==> config.mk <==
export PLATFORM = sky130hd
export DESIGN_NAME = pc_fetch_ctrl
export DESIGN_NICKNAME = d
export VERILOG_FILES = /design/src/rtl/pc_ctrl_pkg.sv /design/src/rtl/pc_fetch_ctrl_pc_adder.sv /design/src/rtl/pc_fetch_ctrl.sv
export SDC_FILE = /design/constraint.sdc
export NUM_CORES = 1
export LEC_CHECK = 0
export ABC_CLOCK_PERIOD_IN_PS = 6450
export CAP_MARGIN = 30
export CORE_MARGIN = 3
export CORE_UTILIZATION = 49
export DETAILED_ROUTE_END_ITERATION = 12
export GPL_TIMING_DRIVEN = 0
export MAX_ROUTING_LAYER = met4
export PLACE_DENSITY = 0.82
export SLEW_MARGIN = 0
export SYNTH_ARGS = -nofsm -noshare
export SYNTH_HDL_FRONTEND = slang
export SYNTH_HIERARCHICAL = 1
export SYNTH_SLANG_ARGS = --single-unit
==> constraint.sdc <==
create_clock -name clk -period 6.45 [get_ports clk]
set_input_delay 0.645 -clock clk [delete_from_list [all_inputs] [get_ports clk]]
set_output_delay 0.645 -clock clk [all_outputs]
set_load 0.02 [all_outputs]
==> src/rtl/pc_ctrl_pkg.sv <==
// Shared definitions for the instruction fetch controller.
// Holds the FSM state encoding, the PC increment, the NOP word shown
// before the first fetch completes, and the default reset vector.
package pc_ctrl_pkg;

  localparam logic [31:0] PC_INC               = 32'd4;
  localparam logic [31:0] NOP_INSTR            = 32'h0000_0013;
  localparam logic [31:0] DEFAULT_RESET_VECTOR = 32'h0000_0000;

  typedef logic [2:0] fetch_state_t;

  localparam fetch_state_t ST_IDLE = 3'd0;
  localparam fetch_state_t ST_REQ  = 3'd1;
  localparam fetch_state_t ST_WAIT = 3'd2;
  localparam fetch_state_t ST_HOLD = 3'd3;
  localparam fetch_state_t ST_HALT = 3'd4;

  // Instructions are word aligned; any low address bit set is an error.
  function automatic logic is_misaligned(input logic [31:0] addr);
    return addr[1:0] != 2'b00;
  endfunction

endpackage

==> src/rtl/pc_fetch_ctrl_pc_adder.sv <==
// Sequential PC increment for the fetch controller.
// Ports:
//   pc_i      : current program counter
//   pc_next_o : pc_i + PC_INC, wrapping modulo 2^32 (carry discarded)
module PC_Adder
  import pc_ctrl_pkg::*;
(
  input  logic [31:0] pc_i,
  output logic [31:0] pc_next_o
);

  assign pc_next_o = pc_i + PC_INC;

endmodule

==> src/rtl/pc_fetch_ctrl.sv <==
// Instruction fetch controller with at most one fetch outstanding.
// Issues requests to instruction memory, holds the returned word for the
// consumer until it is taken, and follows branch/jump redirects. A
// misaligned redirect latches misalign_err and parks the FSM until reset.
// Ports:
//   clk, rst           : clock, asynchronous active-high reset
//   stall              : consumer not ready, keep presenting instr
//   redirect_valid/... : taken branch/jump and its target address
//   imem_req/addr/gnt  : request handshake to instruction memory
//   imem_rvalid/rdata  : read response from instruction memory
//   instr_valid/instr/instr_pc : instruction presented to the consumer
//   misalign_err       : sticky misaligned-redirect flag
module pc_fetch_ctrl
  import pc_ctrl_pkg::*;
#(
  parameter logic [31:0] RESET_VECTOR = DEFAULT_RESET_VECTOR
) (
  input  logic        clk,
  input  logic        rst,
  input  logic        stall,
  input  logic        redirect_valid,
  input  logic [31:0] redirect_target,
  output logic        imem_req,
  output logic [31:0] imem_addr,
  input  logic        imem_gnt,
  input  logic        imem_rvalid,
  input  logic [31:0] imem_rdata,
  output logic        instr_valid,
  output logic [31:0] instr,
  output logic [31:0] instr_pc,
  output logic        misalign_err
);

  fetch_state_t state_q, state_d;
  logic [31:0]  pc_q, pc_d;
  logic [31:0]  instr_q, instr_d;
  logic [31:0]  instr_pc_q, instr_pc_d;
  logic         kill_q, kill_d;
  logic         misalign_q, misalign_d;
  logic [31:0]  pc_plus4;
  logic         redirect_ok;
  logic         redirect_bad;

  PC_Adder u_pc_adder (
    .pc_i      (pc_q),
    .pc_next_o (pc_plus4)
  );

  assign redirect_ok  = redirect_valid && !is_misaligned(redirect_target);
  assign redirect_bad = redirect_valid &&  is_misaligned(redirect_target);

  always_comb begin
    state_d    = state_q;
    pc_d       = pc_q;
    instr_d    = instr_q;
    instr_pc_d = instr_pc_q;
    kill_d     = kill_q;
    misalign_d = misalign_q;

    case (state_q)
      ST_IDLE: begin
        state_d = ST_REQ;
        pc_d    = RESET_VECTOR;
        kill_d  = 1'b0;
      end

      ST_REQ: begin
        if (redirect_bad) begin
          state_d    = ST_HALT;
          misalign_d = 1'b1;
          kill_d     = 1'b0;
        end else if (redirect_ok) begin
          pc_d = redirect_target;
          // A fetch accepted in the redirect cycle still returns data;
          // wait for it but mark it for discard.
          if (imem_gnt) begin
            state_d = ST_WAIT;
            kill_d  = 1'b1;
          end
        end else if (imem_gnt) begin
          state_d = ST_WAIT;
        end
      end

      ST_WAIT: begin
        if (redirect_bad) begin
          state_d    = ST_HALT;
          misalign_d = 1'b1;
          kill_d     = 1'b0;
        end else if (redirect_ok) begin
          pc_d = redirect_target;
          // Response arriving in the redirect cycle is dropped right away;
          // otherwise remember to drop it when it shows up.
          if (imem_rvalid) begin
            state_d = ST_REQ;
            kill_d  = 1'b0;
          end else begin
            kill_d  = 1'b1;
          end
        end else if (imem_rvalid) begin
          if (kill_q) begin
            state_d = ST_REQ;
            kill_d  = 1'b0;
          end else begin
            instr_d    = imem_rdata;
            instr_pc_d = pc_q;
            state_d    = ST_HOLD;
          end
        end
      end

      ST_HOLD: begin
        if (redirect_bad) begin
          state_d    = ST_HALT;
          misalign_d = 1'b1;
        end else if (redirect_ok) begin
          pc_d    = redirect_target;
          state_d = ST_REQ;
        end else if (!stall) begin
          pc_d    = pc_plus4;
          state_d = ST_REQ;
        end
      end

      ST_HALT: begin
        state_d = ST_HALT;
      end

      default: begin
        state_d = ST_IDLE;
        kill_d  = 1'b0;
      end
    endcase
  end

  always_ff @(posedge clk or posedge rst) begin
    if (rst) begin
      state_q    <= ST_IDLE;
      pc_q       <= RESET_VECTOR;
      instr_q    <= NOP_INSTR;
      instr_pc_q <= RESET_VECTOR;
      kill_q     <= 1'b0;
      misalign_q <= 1'b0;
    end else begin
      state_q    <= state_d;
      pc_q       <= pc_d;
      instr_q    <= instr_d;
      instr_pc_q <= instr_pc_d;
      kill_q     <= kill_d;
      misalign_q <= misalign_d;
    end
  end

  assign imem_req     = (state_q == ST_REQ);
  assign imem_addr    = pc_q;
  assign instr_valid  = (state_q == ST_HOLD);
  assign instr        = instr_q;
  assign instr_pc     = instr_pc_q;
  assign misalign_err = misalign_q;

endmodule

==> results.md <==
- Clock Tree Root: clkbuf_8
- Total Power: about 3.6 mW
- Worst path slowest cell: clkdlybuf4s50_1
- Met2 WL: 6.545 mm
- Rel. slew slack: roughly half
- Worst VDD drop: 0.2769 mV
- Max clock buf depth: 2
- Placed Cells: approximately 700
- Measured slew at the worst slew-check pin: between 0.7 and 0.8 ns
- DRC viols: 0
- Min-Delay Path Class: reg2reg
- FF/Latch Area: roughly 2500 µm²
- Iteration-0 DRC Markers: between 200 and 250
- Hold Path Depth: 1
- Data arrival, critical path: approximately 1.9 ns
- HP Start: misalign_err
- Io pins: between 150 and 200
- CTS tree: done
- Synth Warn #: 6
- CP Capture Type: primary output
- Max stage delay on crit path: around 0.6 ns
- Tmin final: 2.529 ns
- Die W: between 100 and 150 µm
- WS Path Type: reg2out
- Syn_nets: roughly 480
- Status: finished, final reports clean
- WP data required: 5.80 ns
- Initial antenna violation count: 0
- Layout cells sized above 1: 19.93%
- Top sig layer: met4
- Area Overhead vs Synth: 43.14%
- Endpoint, Worst Hold: misalign_err
- Multi-input logic area: roughly 2100 µm²
- Met1 Wirelength: roughly 5.2 mm
- Routed met3 length: 591 µm
- Vias in the first global route: between 3,000 and 4,000
- Cells after Synth: around 410
- Largest net degree at the start of global routing: 63
- Slew Viols, Final: 0
- Grt ovf: 0
- Seq/Total Area, Yosys: between 50% and 60%
- R2R cell count: 7
- Initial Util: approximately half
- Synth unique cells: 43
- Maximum clock rate: approximately 400 MHz
- Core Box Area: ~9400 µm²
- Vias/cell: 5.393
- DR vias: around 4,000
- Reg2Reg Setup Slack: 4.20 ns
- Reg-to-Reg End: imem_addr[28]
- Total GRT Usage: 23.62%
- Final nets: roughly 660
- H-tree levels: 3
- Synthesized cell area: ~4800 µm²
- Synth Area per Inst: ~12 µm²
- Clk_skew: 0.01587 ns
- Power Density: 522.8 nW/µm²
- Num rows: 35
- Fin. Hold Viols: 0
- Setup TNS: 0 ns
- Crit path cell chain: buf_6 -> nand3b_1 -> inv_1 -> clkdlybuf4s50_1
- IO Port Bufs: about 170
- Worst skew pair latency: 0.36 ns
- Unrepaired setup endpoints after global routing: no
- CP Launch Type: flip-flop
- GP Congestion: around 0.9
- # Post-CTS Setup Buffers: 0
- Antenna-violating nets left: 0
- Reg clk slew, reported paths: ~0.090 ns
- WL/cell: between 15 and 20 µm
- Chip height: roughly 100 µm
- Leakage: around 2.8 nW
- ANT cells: 0
- Die area: approximately 11,000 µm²
- Finish-stage setup viols: 0
- Filler cells: just under 700
- # clock sinks: around 100
- Crit Path Max Fanout: 10
- Non-filler cells, final: 721
- # hold bufs at CTS: 0
- Pre-CTS setup slack: approximately 3.7 ns
- Worst r2r src: imem_addr[2]
- Period utilization: 39.21%
- Post-synthesis sequential element count: 101
- # Max-Cap Violations: 0
- Num CTS Buffers: 9
- Final WS setup: 3.921 ns
- Post_cts resized: 0
- Total wire length: approximately 12 mm
- DR pass1 iterations: 5
- HPWL Detailed: 9.306 mm
- First-pass GRT wire length: a little over 20 mm
-- routing by layer --
metal,global-route usage (%),vias up
li1,-,1816
met1,30.14,1921
met2,39.96,135
met3,3.212,16
met4,6.092,0
met5,-,-
-- stage by stage --
step,hold WS (ns),area (µm²),utilization (%)
5_1_grt,0.5182,6858,73.18
3_5_place_dp,0.4831,6656,71.03
2_1_floorplan,0.5349,4791,-
4_1_cts,0.5093,6858,73.18
3_3_place_gp,0.4508,6634,70.79
6_report,0.5089,6858,73.18
-- cells by family after synthesis --
logic type,synth area share [%]
and+or+nand+nor,12.54
DFF,52.83
AOI/OAI and AO/OA,10.08
muxes,15.04
xor gates and xnor gates,5.302
buffers and inverters,3.943
adders and majority gates,0.2611
-- worst max path at each step --
stage | startpoint | end | slack [ns] | depth (start not counted)
after floorplan | rst | imem_addr[0] | 3.16 | 1
after global placement | rst | imem_addr[10] | 1.70 | 2
after detailed placement | redirect_valid | imem_addr[25] | 3.71 | 5
after CTS | state_q[2] | instr_valid | 3.92 | 4
after global routing | state_q[0] | instr_valid | 3.82 | 4
final | state_q[2] | instr_valid | 3.92 | 4
-- critical path: cells and delay by family, from the launching register on --
family                 cells  cell delay (ns)
and+or+nand+nor            1             0.29
DFF                        1             0.38
buffers and inverters      3             0.86
-- sequential cells by signal, indices dropped and copies added, names as in the netlist --
signal,flops
imem_addr,32
instr,32
instr_pc,32
state_q,3
kill_q,1
misalign_err,1
-- cells in the mapped netlist, drive strengths merged --
master | count | area [µm²]
dfrtp | 98 | 2452
mux2 | 64 | 720.7
nor2 | 43 | 161.4
a21oi | 34 | 170.2
a22oi | 32 | 240.2
xnor2 | 22 | 192.7
buf | 20 | 158.9
nand2 | 14 | 55.06
nand3 | 11 | 60.06
nand4 | 10 | 68.81
xor2 | 7 | 61.31
nor4 | 5 | 61.31
clkbuf | 4 | 15.01
inv | 4 | 15.01
nor3 | 4 | 20.02
or2 | 4 | 25.02
a31oi | 3 | 33.78
and3 | 3 | 18.77
dfstp | 3 | 78.83
nand2b | 3 | 26.27
or4 | 3 | 22.52
and4 | 2 | 18.77
nor2b | 2 | 12.51
o21ai | 2 | 10.01
a41oi | 1 | 8.760
and2 | 1 | 6.260
ha | 1 | 12.51
nand3b | 1 | 7.510
nand4bb | 1 | 11.26
nor3b | 1 | 7.510
o21a | 1 | 7.510
o22ai | 1 | 12.51
or3 | 1 | 6.260
or3b | 1 | 11.26
-- final cells by class --
| type | count | area share [%] |
|---|---|---|
| buffer | 24 | 2.536 |
| sequential | 101 | 36.91 |
| inverter | 4 | 0.2554 |
| clock buffer | 11 | 2.062 |
| clock inverter | 5 | 0.8758 |
| multi-input combinational | 278 | 30.20 |
| tap | 129 | 2.354 |
| timing repair buffer | 169 | 24.81 |
-- cells in the final DEF (no fill, tap or decap), types with 2 or more instances in the layout --
| master | count |
|---|---|
| buf_4 | 6 |
| clkdlybuf4s50_1 | 168 |
| nand2b_1 | 2 |
| nor3_1 | 4 |
| nor2b_1 | 2 |
| clkbuf_1 | 5 |
| xnor2_1 | 22 |
| nand2_1 | 13 |
| o21ai_0 | 2 |
| and3_1 | 3 |
| or4_1 | 3 |
| nand4_1 | 9 |
| nand3_1 | 10 |
| dfstp_2 | 3 |
| nor2_1 | 43 |
| nor4_1 | 3 |
| mux2_2 | 64 |
| dfrtp_1 | 98 |
| a21oi_1 | 34 |
| nor4_4 | 2 |
| a31oi_1 | 2 |
| buf_2 | 7 |
| or2_2 | 4 |
| clkbuf_8 | 10 |
| inv_1 | 3 |
| xor2_1 | 7 |
| buf_6 | 7 |
| a22oi_1 | 32 |
-- power breakdown --
part / total, mW / switching, mW / internal [mW]
Combinational: 1.94 / 0.975 / 0.969
Clock: 0.412 / 0.220 / 0.192
Sequential: 1.23 / 0.287 / 0.942
Total: 3.59 / 1.48 / 2.10
No activity file was read; power rests on OpenSTA's default activity.
